[config.mk]
export PLATFORM = sky130hd
export DESIGN_NAME = multicycle_control
export DESIGN_NICKNAME = d
export VERILOG_FILES = /design/src/rtl/multicycle_control_pkg.sv /design/src/rtl/multicycle_control_alu_op_decode.sv /design/src/rtl/multicycle_control.sv
export SDC_FILE = /design/constraint.sdc
export NUM_CORES = 1
export LEC_CHECK = 0
export CORE_MARGIN = 10
export CORE_UTILIZATION = 41
export CTS_CLUSTER_DIAMETER = 120
export CTS_CLUSTER_SIZE = 10
export DETAILED_ROUTE_END_ITERATION = 16
export HOLD_SLACK_MARGIN = 0.02
export PLACE_DENSITY = 0.85
export SLEW_MARGIN = 20
export SYNTH_ARGS = -nofsm -noshare
export SYNTH_HDL_FRONTEND = slang
export SYNTH_SLANG_ARGS = --single-unit
[constraint.sdc]
create_clock -name clk -period 3.3 [get_ports clk]
set_input_delay 0.495 -clock clk [delete_from_list [all_inputs] [get_ports clk]]
set_output_delay 0.495 -clock clk [all_outputs]
set_load 0.02 [all_outputs]
[src/rtl/multicycle_control_pkg.sv]
// Shared definitions for the RV32I multi-cycle sequencer: state encoding,
// opcode constants, ALU operation codes and datapath mux selects.
package multicycle_control_pkg;

  localparam int ALU_CODE_W = 5;
  typedef logic [ALU_CODE_W-1:0] alu_op_t;

  typedef enum logic [3:0] {
    S_FETCH    = 4'd0,
    S_DECODE   = 4'd1,
    S_EXEC     = 4'd2,
    S_ALU_WB   = 4'd3,
    S_MEM_ADDR = 4'd4,
    S_MEM_RD   = 4'd5,
    S_LOAD_WB  = 4'd6,
    S_MEM_WR   = 4'd7,
    S_BRANCH   = 4'd8,
    S_JUMP     = 4'd9,
    S_TRAP     = 4'd10
  } state_e;

  // Which family of ALU codes the decoder should choose from.
  typedef enum logic [1:0] {
    CLS_ADD,
    CLS_EXEC,
    CLS_LOAD,
    CLS_BRANCH
  } op_class_e;

  localparam logic [6:0] OP     = 7'b0110011;
  localparam logic [6:0] OP_IMM = 7'b0010011;
  localparam logic [6:0] LOAD   = 7'b0000011;
  localparam logic [6:0] STORE  = 7'b0100011;
  localparam logic [6:0] BRANCH = 7'b1100011;
  localparam logic [6:0] JAL    = 7'b1101111;
  localparam logic [6:0] JALR   = 7'b1100111;
  localparam logic [6:0] LUI    = 7'b0110111;
  localparam logic [6:0] AUIPC  = 7'b0010111;

  localparam alu_op_t add_ALU  = 5'd0;
  localparam alu_op_t sub_ALU  = 5'd1;
  localparam alu_op_t xor_ALU  = 5'd2;
  localparam alu_op_t or_ALU   = 5'd3;
  localparam alu_op_t and_ALU  = 5'd4;
  localparam alu_op_t sll_ALU  = 5'd5;
  localparam alu_op_t slli_ALU = 5'd6;
  localparam alu_op_t srl_ALU  = 5'd7;
  localparam alu_op_t sra_ALU  = 5'd8;
  localparam alu_op_t srli_ALU = 5'd9;
  localparam alu_op_t srai_ALU = 5'd10;
  localparam alu_op_t slt_ALU  = 5'd11;
  localparam alu_op_t sltu_ALU = 5'd12;
  localparam alu_op_t lb_ALU   = 5'd13;
  localparam alu_op_t lh_ALU   = 5'd14;
  localparam alu_op_t lw_ALU   = 5'd15;
  localparam alu_op_t lbu_ALU  = 5'd16;
  localparam alu_op_t lhu_ALU  = 5'd17;
  localparam alu_op_t beq_ALU  = 5'd18;
  localparam alu_op_t bne_ALU  = 5'd19;
  localparam alu_op_t bge_ALU  = 5'd20;
  localparam alu_op_t bgeu_ALU = 5'd21;

  localparam logic [1:0] A_RS1   = 2'd0;
  localparam logic [1:0] A_PC    = 2'd1;
  localparam logic [1:0] A_OLDPC = 2'd2;
  localparam logic [1:0] A_ZERO  = 2'd3;
  localparam logic [1:0] B_RS2   = 2'd0;
  localparam logic [1:0] B_IMM   = 2'd1;
  localparam logic [1:0] B_FOUR  = 2'd2;
  localparam logic [1:0] B_MEM   = 2'd3;

  function automatic state_e decode_next(input logic [6:0] opcode);
    case (opcode)
      OP, OP_IMM, LUI, AUIPC: return S_EXEC;
      LOAD, STORE:            return S_MEM_ADDR;
      BRANCH:                 return S_BRANCH;
      JAL, JALR:              return S_JUMP;
      default:                return S_TRAP;
    endcase
  endfunction

endpackage

[src/rtl/multicycle_control_alu_op_decode.sv]
// Maps the current state class and IR fields onto the shared ALU operation code.
module multicycle_control_alu_op_decode
  import multicycle_control_pkg::*;
(
  input  op_class_e  op_class,
  input  logic [2:0] funct3,
  input  logic       funct7b5,
  input  logic [6:0] opcode,
  output alu_op_t    alu_op
);

  logic is_op;
  assign is_op = (opcode == OP);

  always_comb begin
    alu_op = add_ALU;
    case (op_class)
      CLS_EXEC: begin
        // LUI/AUIPC carry immediate bits in funct3, so they stay on add.
        if (opcode == OP || opcode == OP_IMM) begin
          case (funct3)
            3'b000: alu_op = (is_op && funct7b5) ? sub_ALU : add_ALU;
            3'b001: alu_op = is_op ? sll_ALU : slli_ALU;
            3'b010: alu_op = slt_ALU;
            3'b011: alu_op = sltu_ALU;
            3'b100: alu_op = xor_ALU;
            3'b101: begin
              if (is_op) alu_op = funct7b5 ? sra_ALU : srl_ALU;
              else       alu_op = funct7b5 ? srai_ALU : srli_ALU;
            end
            3'b110: alu_op = or_ALU;
            3'b111: alu_op = and_ALU;
          endcase
        end
      end
      CLS_LOAD: begin
        case (funct3)
          3'b000:  alu_op = lb_ALU;
          3'b001:  alu_op = lh_ALU;
          3'b010:  alu_op = lw_ALU;
          3'b100:  alu_op = lbu_ALU;
          3'b101:  alu_op = lhu_ALU;
          default: alu_op = add_ALU;
        endcase
      end
      CLS_BRANCH: begin
        case (funct3)
          3'b000:  alu_op = beq_ALU;
          3'b001:  alu_op = bne_ALU;
          3'b100:  alu_op = slt_ALU;
          3'b101:  alu_op = bge_ALU;
          3'b110:  alu_op = sltu_ALU;
          3'b111:  alu_op = bgeu_ALU;
          default: alu_op = add_ALU;
        endcase
      end
      default: alu_op = add_ALU;
    endcase
  end

endmodule

[src/rtl/multicycle_control.sv]
// Multi-cycle RV32I sequencer: steps the shared ALU, register file and memory
// port through fetch/decode and the per-class execute sequence.
//
// state    | meaning
// FETCH    | read instruction at PC, ALU forms PC+4, load IR/PC/oldPC on ready
// DECODE   | ALU forms branch/jump target into ALU-out
// EXEC     | R/I/LUI/AUIPC operation into ALU-out
// ALU_WB   | write ALU-out to rd
// MEM_ADDR | rs1+imm effective address
// MEM_RD   | load request at ALU-out, held until ready
// LOAD_WB  | extend memory data through the ALU into rd
// MEM_WR   | store request at ALU-out, held until ready
// BRANCH   | compare rs1/rs2, take target on ALU branch flag
// JUMP     | rd <= oldPC+4, PC <= target
// TRAP     | illegal instruction, parked until reset
module multicycle_control
  import multicycle_control_pkg::*;
#(
  parameter int XLEN = 32,
  parameter int ACW  = ALU_CODE_W
) (
  input  logic            clk,
  input  logic            rst_n,
  input  logic [XLEN-1:0] instr,
  input  logic            mem_ready,
  input  logic            branch,
  output logic            mem_req,
  output logic            mem_we,
  output logic            addr_sel,
  output logic            ir_write,
  output logic            pc_write,
  output logic            oldpc_write,
  output logic            reg_write,
  output logic            pc_sel,
  output logic [1:0]      alu_a_sel,
  output logic [1:0]      alu_b_sel,
  output logic            wb_sel,
  output logic [ACW-1:0]  ALU_control,
  output logic            illegal
);

  state_e     state;
  op_class_e  op_class;
  alu_op_t    alu_op;
  logic [6:0] opcode;
  logic [2:0] funct3;
  logic       funct7b5;
  logic       load_ok;
  logic       br_ok;
  logic       unused_instr;

  assign opcode       = instr[6:0];
  assign funct3       = instr[14:12];
  assign funct7b5     = instr[30];
  assign load_ok      = !(funct3 == 3'b011 || funct3[2:1] == 2'b11);
  assign br_ok        = (funct3[2:1] != 2'b01);
  assign unused_instr = ^{instr[XLEN-1:31], instr[29:15], instr[11:7]};

  always_ff @(posedge clk or negedge rst_n) begin
    if (!rst_n) begin
      state   <= S_FETCH;
      illegal <= 1'b0;
    end else begin
      case (state)
        S_FETCH:    if (mem_ready) state <= S_DECODE;
        S_DECODE: begin
          state <= decode_next(opcode);
          if (decode_next(opcode) == S_TRAP) illegal <= 1'b1;
        end
        S_EXEC:     state <= S_ALU_WB;
        S_ALU_WB:   state <= S_FETCH;
        S_MEM_ADDR: state <= (opcode == LOAD) ? S_MEM_RD : S_MEM_WR;
        S_MEM_RD:   if (mem_ready) state <= S_LOAD_WB;
        S_MEM_WR:   if (mem_ready) state <= S_FETCH;
        S_LOAD_WB: begin
          if (load_ok) state <= S_FETCH;
          else begin
            state   <= S_TRAP;
            illegal <= 1'b1;
          end
        end
        S_BRANCH: begin
          if (br_ok) state <= S_FETCH;
          else begin
            state   <= S_TRAP;
            illegal <= 1'b1;
          end
        end
        S_JUMP:     state <= S_FETCH;
        S_TRAP:     state <= S_TRAP;
        default: begin
          state   <= S_TRAP;
          illegal <= 1'b1;
        end
      endcase
    end
  end

  // FETCH writes and the branch PC write follow the ready/flag inputs in the
  // same cycle so IR and PC capture on the edge that completes the access.
  always_comb begin
    mem_req     = 1'b0;
    mem_we      = 1'b0;
    addr_sel    = 1'b0;
    ir_write    = 1'b0;
    pc_write    = 1'b0;
    oldpc_write = 1'b0;
    reg_write   = 1'b0;
    pc_sel      = 1'b0;
    alu_a_sel   = A_RS1;
    alu_b_sel   = B_RS2;
    wb_sel      = 1'b0;
    op_class    = CLS_ADD;
    case (state)
      S_FETCH: begin
        mem_req     = 1'b1;
        alu_a_sel   = A_PC;
        alu_b_sel   = B_FOUR;
        ir_write    = mem_ready;
        pc_write    = mem_ready;
        oldpc_write = mem_ready;
      end
      S_DECODE: begin
        alu_a_sel = (opcode == JALR) ? A_RS1 : A_OLDPC;
        alu_b_sel = B_IMM;
      end
      S_EXEC: begin
        op_class = CLS_EXEC;
        case (opcode)
          OP_IMM: begin alu_a_sel = A_RS1;   alu_b_sel = B_IMM; end
          LUI:    begin alu_a_sel = A_ZERO;  alu_b_sel = B_IMM; end
          AUIPC:  begin alu_a_sel = A_OLDPC; alu_b_sel = B_IMM; end
          default: begin alu_a_sel = A_RS1;  alu_b_sel = B_RS2; end
        endcase
      end
      S_ALU_WB: begin
        reg_write = 1'b1;
        wb_sel    = 1'b1;
      end
      S_MEM_ADDR: begin
        alu_a_sel = A_RS1;
        alu_b_sel = B_IMM;
      end
      S_MEM_RD: begin
        mem_req  = 1'b1;
        addr_sel = 1'b1;
      end
      S_MEM_WR: begin
        mem_req  = 1'b1;
        addr_sel = 1'b1;
        mem_we   = 1'b1;
      end
      S_LOAD_WB: begin
        op_class  = CLS_LOAD;
        alu_b_sel = B_MEM;
        reg_write = load_ok;
      end
      S_BRANCH: begin
        op_class = CLS_BRANCH;
        pc_sel   = 1'b1;
        pc_write = branch & br_ok;
      end
      S_JUMP: begin
        reg_write = 1'b1;
        alu_a_sel = A_OLDPC;
        alu_b_sel = B_FOUR;
        pc_sel    = 1'b1;
        pc_write  = 1'b1;
      end
      default: ;
    endcase
  end

  multicycle_control_alu_op_decode u_alu_op_decode (
    .op_class (op_class),
    .funct3   (funct3),
    .funct7b5 (funct7b5),
    .opcode   (opcode),
    .alu_op   (alu_op)
  );

  assign ALU_control = ACW'(alu_op);

endmodule
==> reports/metrics.yaml, run 1 <==
sta:
  tns_ns: 0
  setup_slack_ns: 0.241
  drv_slew: 0
  period_needed_ns: 3.06
  hold_violations: 0
  slew_headroom_pct: 69.7
  rsz0062_at_grt: "no"
  fin_crit_sh_pct: 92.7
  setup_viol: 0
  fmax_mhz: 327
  worst_pin_slew_ns: 0.451
  clock_skew_ns: 0.00722
routing:
  drtIter0Drc: 107
  wire_per_inst_um: 16.0
  routed_wl_um: 3210
  ant_nets: 0
  via_count: 1243
  first_pass_iters: 4
  drt-vias-per-instance: 6.22
  drc: 0
global_routing:
  grt_remaining_overflow: 0
  gr-usage-all-layers_pct: 13.7
  grt_pass1_vias: 1206
  antenna_found_initial: 0
  grt_pass1_wl_um: 5250
  grt_max_degree: 18
placed_design:
  post-dp-hpwl_um: 2530
  port_buffers: 33
  gp_congestion: 0.927
  dpl-instance-area_um2: 1310
  dp_slack_ns: 0.137
synthesis:
  synth_top_family_by_area: "compound AO/OA/AOI/OAI gates"
  synth-seq-area-share_pct: 12.9
  synth_edf_count: 0
  ys.flop_type: "dfrtp_1"
  yosys.area_share.simple_pct: 37.0
  synthAdderAreaFrac_pct: 0
  ys_types: 59
  synth_warnings: 0
  avgSynthCellArea_um2: 6.79
  synth-xor-area-share_pct: 0.902
  muxShareOfSynthArea_pct: 0
  synthArstFlopShare_pct: 100
  synth_compound_area_share_pct: 38.8
  synth_fp_nets: 179
  syn_inst: 143
  synth.cell_area_um2: 971
  synth_seq_cells: 5
cells_and_area:
  drive_gt1_share_pct: 8.72
  syn2layout_area_growth_pct: 38.3
  multi_input_area_um2: 744
  n_fill_cell: 207
  post-route-cell-area_um2: 1340
  final_nets: 209
  ff_latch_area_um2: 125
  final_util_pct: 60.1
  antenna-diode-count: 0
worst_hold_path:
  hold_path.class: "input pin to asynchronous set/reset pin"
setup_path:
  critPathRequiredTime_ns: 2.80
  cp.arrival_ns: 2.56
  worstReg2RegEnd: "illegal"
  r2r_slack_ns: 1.38
  critPathKind: "input pin to primary output"
  cp-start-kind: "input pin"
  crit_chain: "clkdlybuf4s50_1 > and4bb_2 > nand3_1 > o32a_1 > nor2_1 > clkdlybuf4s50_1"
  cp_max_fo: 7
  crit_top_cell: "clkdlybuf4s50_1"
  endpoint_kind: "primary output"
  rr_startpoint: "state[1]"
  worst-r2r-cell-count: 5
  cpMaxStageDelayCell: "clkdlybuf4s50_1"
  slowest_delay_ns: 0.61
clock_network:
  cts_buffers: 3
  htree_levels: 1
  cts_sinks: 5
  clk_pin_slew_ns: 0.05
  post_cts_buffers: 0
  cts.path.max_buffers: 2
  clock_latency_ns: 0.25
  cts_tree: "done"
  cts-root-buf: "clkbuf_4"
floorplan:
  ios: 55
  die-area_um2: 4710
  coreArea_um2: 2230
  rows: 17
  dieHeight_um: 68.7
  die_w_um: 68.7
  initial_core_util_pct: 43.5
pwr:
  irDropWorstVdd_mv: 0.578
  power_density_nw_per_um2: 620
  leakage_nw: 0.508
run:
  cap_violations: 0
outcome:
  status: "completed"
-- kinds of logic after synthesis --
kind of cell	Yosys count
flops	5
simple gates	65
buf+inv	22
compound gates	50
xor+xnor	1
-- how the worst max path moves through the flow --
stage,from,endpoint,slack [ns],cells after the start
CTS,instr[6],ALU_control[1],0.12,6
global placement,instr[6],ALU_control[1],0.17,6
floorplan,instr[6],ALU_control[1],1.06,4
finish,instr[6],alu_a_sel[1],0.24,6
detailed placement,instr[6],ALU_control[1],0.14,6
global route,instr[6],alu_a_sel[1],0.12,6
-- area by class of cell --
class	instances	area share, %
multi-input cells	116	55.5
repair buffers	40	28.7
flip-flops and latches	5	9.32
well taps	28	2.61
clock buffers	4	1.96
inverters	7	1.96
-- per-layer routing --
metal,vias to the layer above,track usage [%],share of wire (%)
li1,604,-,-
met1,579,14.8,39
met2,54,24.1,50
met3,6,4.19,9.4
met4,0,6.03,1.7
met5,-,0,0
-- metrics by stage --
step	hold WS (ns)	power, mW	instances
2_1_floorplan	0.199	0.536	143
3_3_place_gp	0.442	0.746	196
3_5_place_dp	0.457	0.755	196
4_1_cts	0.467	0.832	200
5_1_grt	0.461	0.900	200
6_report	0.461	0.832	200
-- where the power goes --
group          switching (mW)  leakage [nW]  internal, mW
logic                   0.353         0.434         0.296
clock network          0.0276        0.0150        0.0459
registers              0.0293        0.0596        0.0804
-- state kept, by name, indices dropped and copies added (netlist names) --
name	count
state	4
illegal	1
-- critical path, delay by kind of cell --
kind | cells | cell delay [ns]
buffers and inverters | 2 | 1.09
and+or+nand+nor | 3 | 0.62
AOI/OAI and AO/OA | 1 | 0.35
-- synth_stat cells, drive strengths merged, types with 2 or more instances --
library cell | n | area share, %
a22oi | 4 | 3.1
clkbuf | 6 | 2.3
o211ai | 4 | 3.6
nand2b | 7 | 4.5
o21a | 2 | 1.5
nor2b | 3 | 1.9
buf | 9 | 5.4
inv | 7 | 2.7
nor4 | 2 | 1.3
and4bb | 2 | 2.6
o2111ai | 2 | 1.8
nand2 | 12 | 4.6
o32ai | 2 | 1.8
a21oi | 5 | 2.6
nor3 | 5 | 2.6
o21bai | 2 | 1.5
a221o | 2 | 2.1
dfrtp | 5 | 13
o311ai | 2 | 1.8
nand3 | 2 | 1.0
o21ai | 8 | 4.1
a311oi | 2 | 1.8
a21o | 2 | 1.5
nor2 | 19 | 7.6
-- repair_timing --
action | in CTS | in global routing
resized for setup | 0 | 1
hold endpoints to repair | 0 | 0
setup endpoints to repair | 0 | 1
hold buffers | 0 | 0
-- cell usage in the layout, fill, tap and decap left out, types with 4 or more instances in the layout --
| master | instances |
|---|---|
| inv_1 | 6 |
| o21ai_0 | 6 |
| clkdlybuf4s50_1 | 32 |
| dfrtp_1 | 5 |
| nor3_1 | 5 |
| nand2b_1 | 7 |
| a22oi_1 | 4 |
| nand2_1 | 12 |
| nor2_1 | 18 |
| a21oi_1 | 5 |
| buf_4 | 7 |
No activity file was read; power rests on OpenSTA's default activity.
==> run 2: changes to the inputs <==
--- a/config.mk
+++ b/config.mk
@@ -5,13 +5,15 @@
 export SDC_FILE = /design/constraint.sdc
 export NUM_CORES = 1
 export LEC_CHECK = 0
+export ABC_AREA = 1
 export CORE_MARGIN = 10
 export CORE_UTILIZATION = 41
+export CTS_BUF_LIST = sky130_fd_sc_hd__clkbuf_8
 export CTS_CLUSTER_DIAMETER = 120
 export CTS_CLUSTER_SIZE = 10
 export DETAILED_ROUTE_END_ITERATION = 16
 export HOLD_SLACK_MARGIN = 0.02
-export PLACE_DENSITY = 0.85
+export PLACE_DENSITY = 0.89
 export SLEW_MARGIN = 20
 export SYNTH_ARGS = -nofsm -noshare
 export SYNTH_HDL_FRONTEND = slang
==> run 2 against run 1 <==
Register-to-register slack better by 0.57 ns. Global-route usage down 2.6 points. Maximum frequency up 4.5%. Clock-buffer cell count down 1. First-iteration DRC count down 54%. Sequential share of layout area up 0.50 points. Final cell count up 16%. Routed wire length down 22%. Clock power up 44%.
==> reports/metrics.yaml, run 2 <==
sta:
  hold_violations: 0  # unchanged
  fin_crit_sh_pct: 88.7  # -4.0 points
  clock_skew_ns: 0.00266  # -0.00457 ns
  drv_slew: 0  # unchanged
  slew_headroom_pct: 76.4  # +6.7 points
  setup_slack_ns: 0.373  # +0.132 ns
  fmax_mhz: 342  # +4.5%
  setup_viol: 0  # unchanged
  whs_ns: 0.454  # -0.00727 ns
  period_needed_ns: 2.93  # -0.132 ns
  worst_pin_slew_ns: 0.351  # -0.0999 ns
  tns_ns: 0  # unchanged
  rsz0062_at_grt: "no"
cells_and_area:
  top_regs: "state (4), illegal (1)"
  syn2layout_area_growth_pct: 46.1
  instances_no_fill: 232  # +16%
  largest_register_ffs: 4  # unchanged
  antenna-diode-count: 0  # unchanged
  drive_gt1_share_pct: 9.76  # +1.0 points
  layout_commonest_cell: "nand2_1"
  final_cell_mix: "nand2_1, clkdlybuf4s50_1, nor2_1"
  post-route-cell-area_um2: 1270  # -5.1%
  n_fill_cell: 191  # -7.7%
  final_util_pct: 63.6  # +3.5 points
  top_register: "state"
  final_nets: 242  # +16%
pwr:
  finalPower_mw: 0.215  # -74%
  power_density_nw_per_um2: 169  # -73%
  irDropWorstVdd_mv: 0.206  # -64%
  leakage_nw: 0.611  # +20%
routing:
  drtIter0Drc: 49  # -54%
  via_count: 1129  # -9.2%
  drt-vias-per-instance: 4.87  # -22%
  routed_wl_um: 2490  # -22%
  first_pass_iters: 4  # unchanged
  drc: 0  # unchanged
  wire_per_inst_um: 10.7  # -33%
  ant_nets: 0  # unchanged
setup_path:
  endpoint_kind: "primary output"
  crit_chain: "clkdlybuf4s50_1 > inv_1 > nand2_1 > nor2_1 > nor3_1 > nand2_1 > nand3_1 > clkdlybuf4s50_1"
  critPathRequiredTime_ns: 2.80  # about the same
  worst-r2r-cell-count: 5  # unchanged
  cpMaxStageDelayCell: "clkdlybuf4s50_1"
  cp-start-kind: "input pin"
  cp_max_fo: 7  # unchanged
  slowest_delay_ns: 0.61  # about the same
  rr_startpoint: "state[2]"
  crit_start: "instr[12]"
  critPathKind: "input pin to primary output"
  cp.arrival_ns: 2.43  # -0.13 ns
  crit_end: "ALU_control[3]"
  r2r_slack_ns: 1.95  # +0.57 ns
  worstReg2RegEnd: "state[0]"
clock_network:
  cts.path.max_buffers: 2  # unchanged
  cts_sinks: 5  # unchanged
  cts-root-buf: "clkbuf_8"
  cts_buffers: 3  # unchanged
  clk_pin_slew_ns: 0.03  # -0.02 ns
  cts_resized: 0  # unchanged
  post_cts_buffers: 0  # unchanged
  htree_levels: 1  # unchanged
  clock_latency_ns: 0.22  # -0.03 ns
  cts_tree: "done"
  ctsHoldBuffers: 0  # unchanged
floorplan:
  rows: 16  # -1
  dieHeight_um: 66.1  # -3.7%
  die_w_um: 66.1  # -3.7%
  coreArea_um2: 2000  # -10%
  ios: 55  # unchanged
  initial_core_util_pct: 43.6  # +0.089 points
  die-area_um2: 4370  # -7.3%
synthesis:
  synth_fp_nets: 205  # +15%
  ys_types: 21  # -64%
  avgSynthCellArea_um2: 5.16  # -24%
  synth.largest_area_cell: "nand2_1"
  synth_commonest_cells: "nand2_1, nor2_1, inv_1"
  ys.flop_type: "dfrtp_1"
  synth_warnings: 0  # unchanged
  synth.cell_area_um2: 872  # -10%
  synthArstFlopShare_pct: 100  # unchanged
  synth_edf_count: 0  # unchanged
  synth.top_cell.area_share_pct: 23.2  # +10 points
  syn_inst: 169  # +18%
  synth.most_common_cell: "nand2_1"
  synth_seq_cells: 5  # unchanged
  synth-seq-area-share_pct: 14.3  # +1.5 points
  synth_area_leaders: "nand2_1, dfrtp_1, nor2_1, inv_1, nand3_1"
run:
  cap_violations: 0  # unchanged
global_routing:
  grt_pass1_vias: 1021  # -15%
  grt_pass1_wl_um: 4110  # -22%
  antenna_found_initial: 0  # unchanged
  top_usage_layer: "met2"
  grtUsageMet1_pct: 12.7  # -2.2 points
  grt_remaining_overflow: 0  # unchanged
  grt_use_met3_pct: 3.73  # -0.46 points
  met2_usage_pct: 19.5  # -4.6 points
  grt_max_degree: 9  # -9
  gr-usage-all-layers_pct: 11.1  # -2.6 points
placed_design:
  dp_slack_ns: 0.370  # +0.233 ns
  gp_congestion: 0.927  # about the same
  dpl-instance-area_um2: 1230  # -6.5%
  post-dp-hpwl_um: 2140  # -16%
  port_buffers: 33  # unchanged
  placedCellCount: 228  # +16%
worst_hold_path:
  hold_path.class: "register to register"
outcome:
  status: "completed"
[run 2: cell types whose count changed after synthesis, sizes merged, moves of 3 or more]
cell and change:
o211ai -3, nand2b -7, nor2b -3, nor2 +14, nand3 +12, buf -7, a22oi -4, clkbuf -6
nand2 +48, inv +20
[run 2: how the worst min path moves through the flow]
stage,depth (start not counted),endpoint,startpoint
2_1_floorplan,0,illegal,rst_n
3_3_place_gp,2,illegal,illegal
5_1_grt,2,illegal,illegal
3_5_place_dp,2,illegal,illegal
6_report,2,illegal,illegal
4_1_cts,2,illegal,illegal
[run 2: area by class of cell]
cell class / instances / area [um2] / area share, %
Multi-Input combinational cell: 135 / 631 / 49.5
Timing Repair Buffer: 34 / 338 / 26.5
Inverter: 27 / 101 / 7.96
Clock inverter: 1 / 3.75 / 0.295
Clock buffer: 3 / 41.3 / 3.24
Sequential cell: 5 / 125 / 9.82
Tap cell: 27 / 33.8 / 2.65
[run 2: report_power, final]
part / switching (mW) / internal [mW]
logic: 0.0245 / 0.0222
registers: 0 / 0.0617
clock network: 0.0267 / 0.0794
total: 0.0513 / 0.163
[run 2: cells by family after synthesis]
kind of cell    share of synthesized area (%)
simple gates                             58.2
buf+inv                                  13.3
flops                                    14.3
compound gates                           14.1
[run 2: routing by layer]
metal / wire length [um] / share of wire, % / vias up
met5: 0 / 0 / -
met4: 17 / 0.68 / 0
met3: 219 / 8.8 / 2
met2: 1120 / 45 / 39
met1: 1130 / 45 / 483
li1: - / - / 605
[run 2: critical path, delay by kind of cell]
| kind | cells | cell delay [ns] |
|---|---|---|
| buffers and inverters | 3 | 1.30 |
| AND/OR/NAND/NOR | 5 | 0.64 |
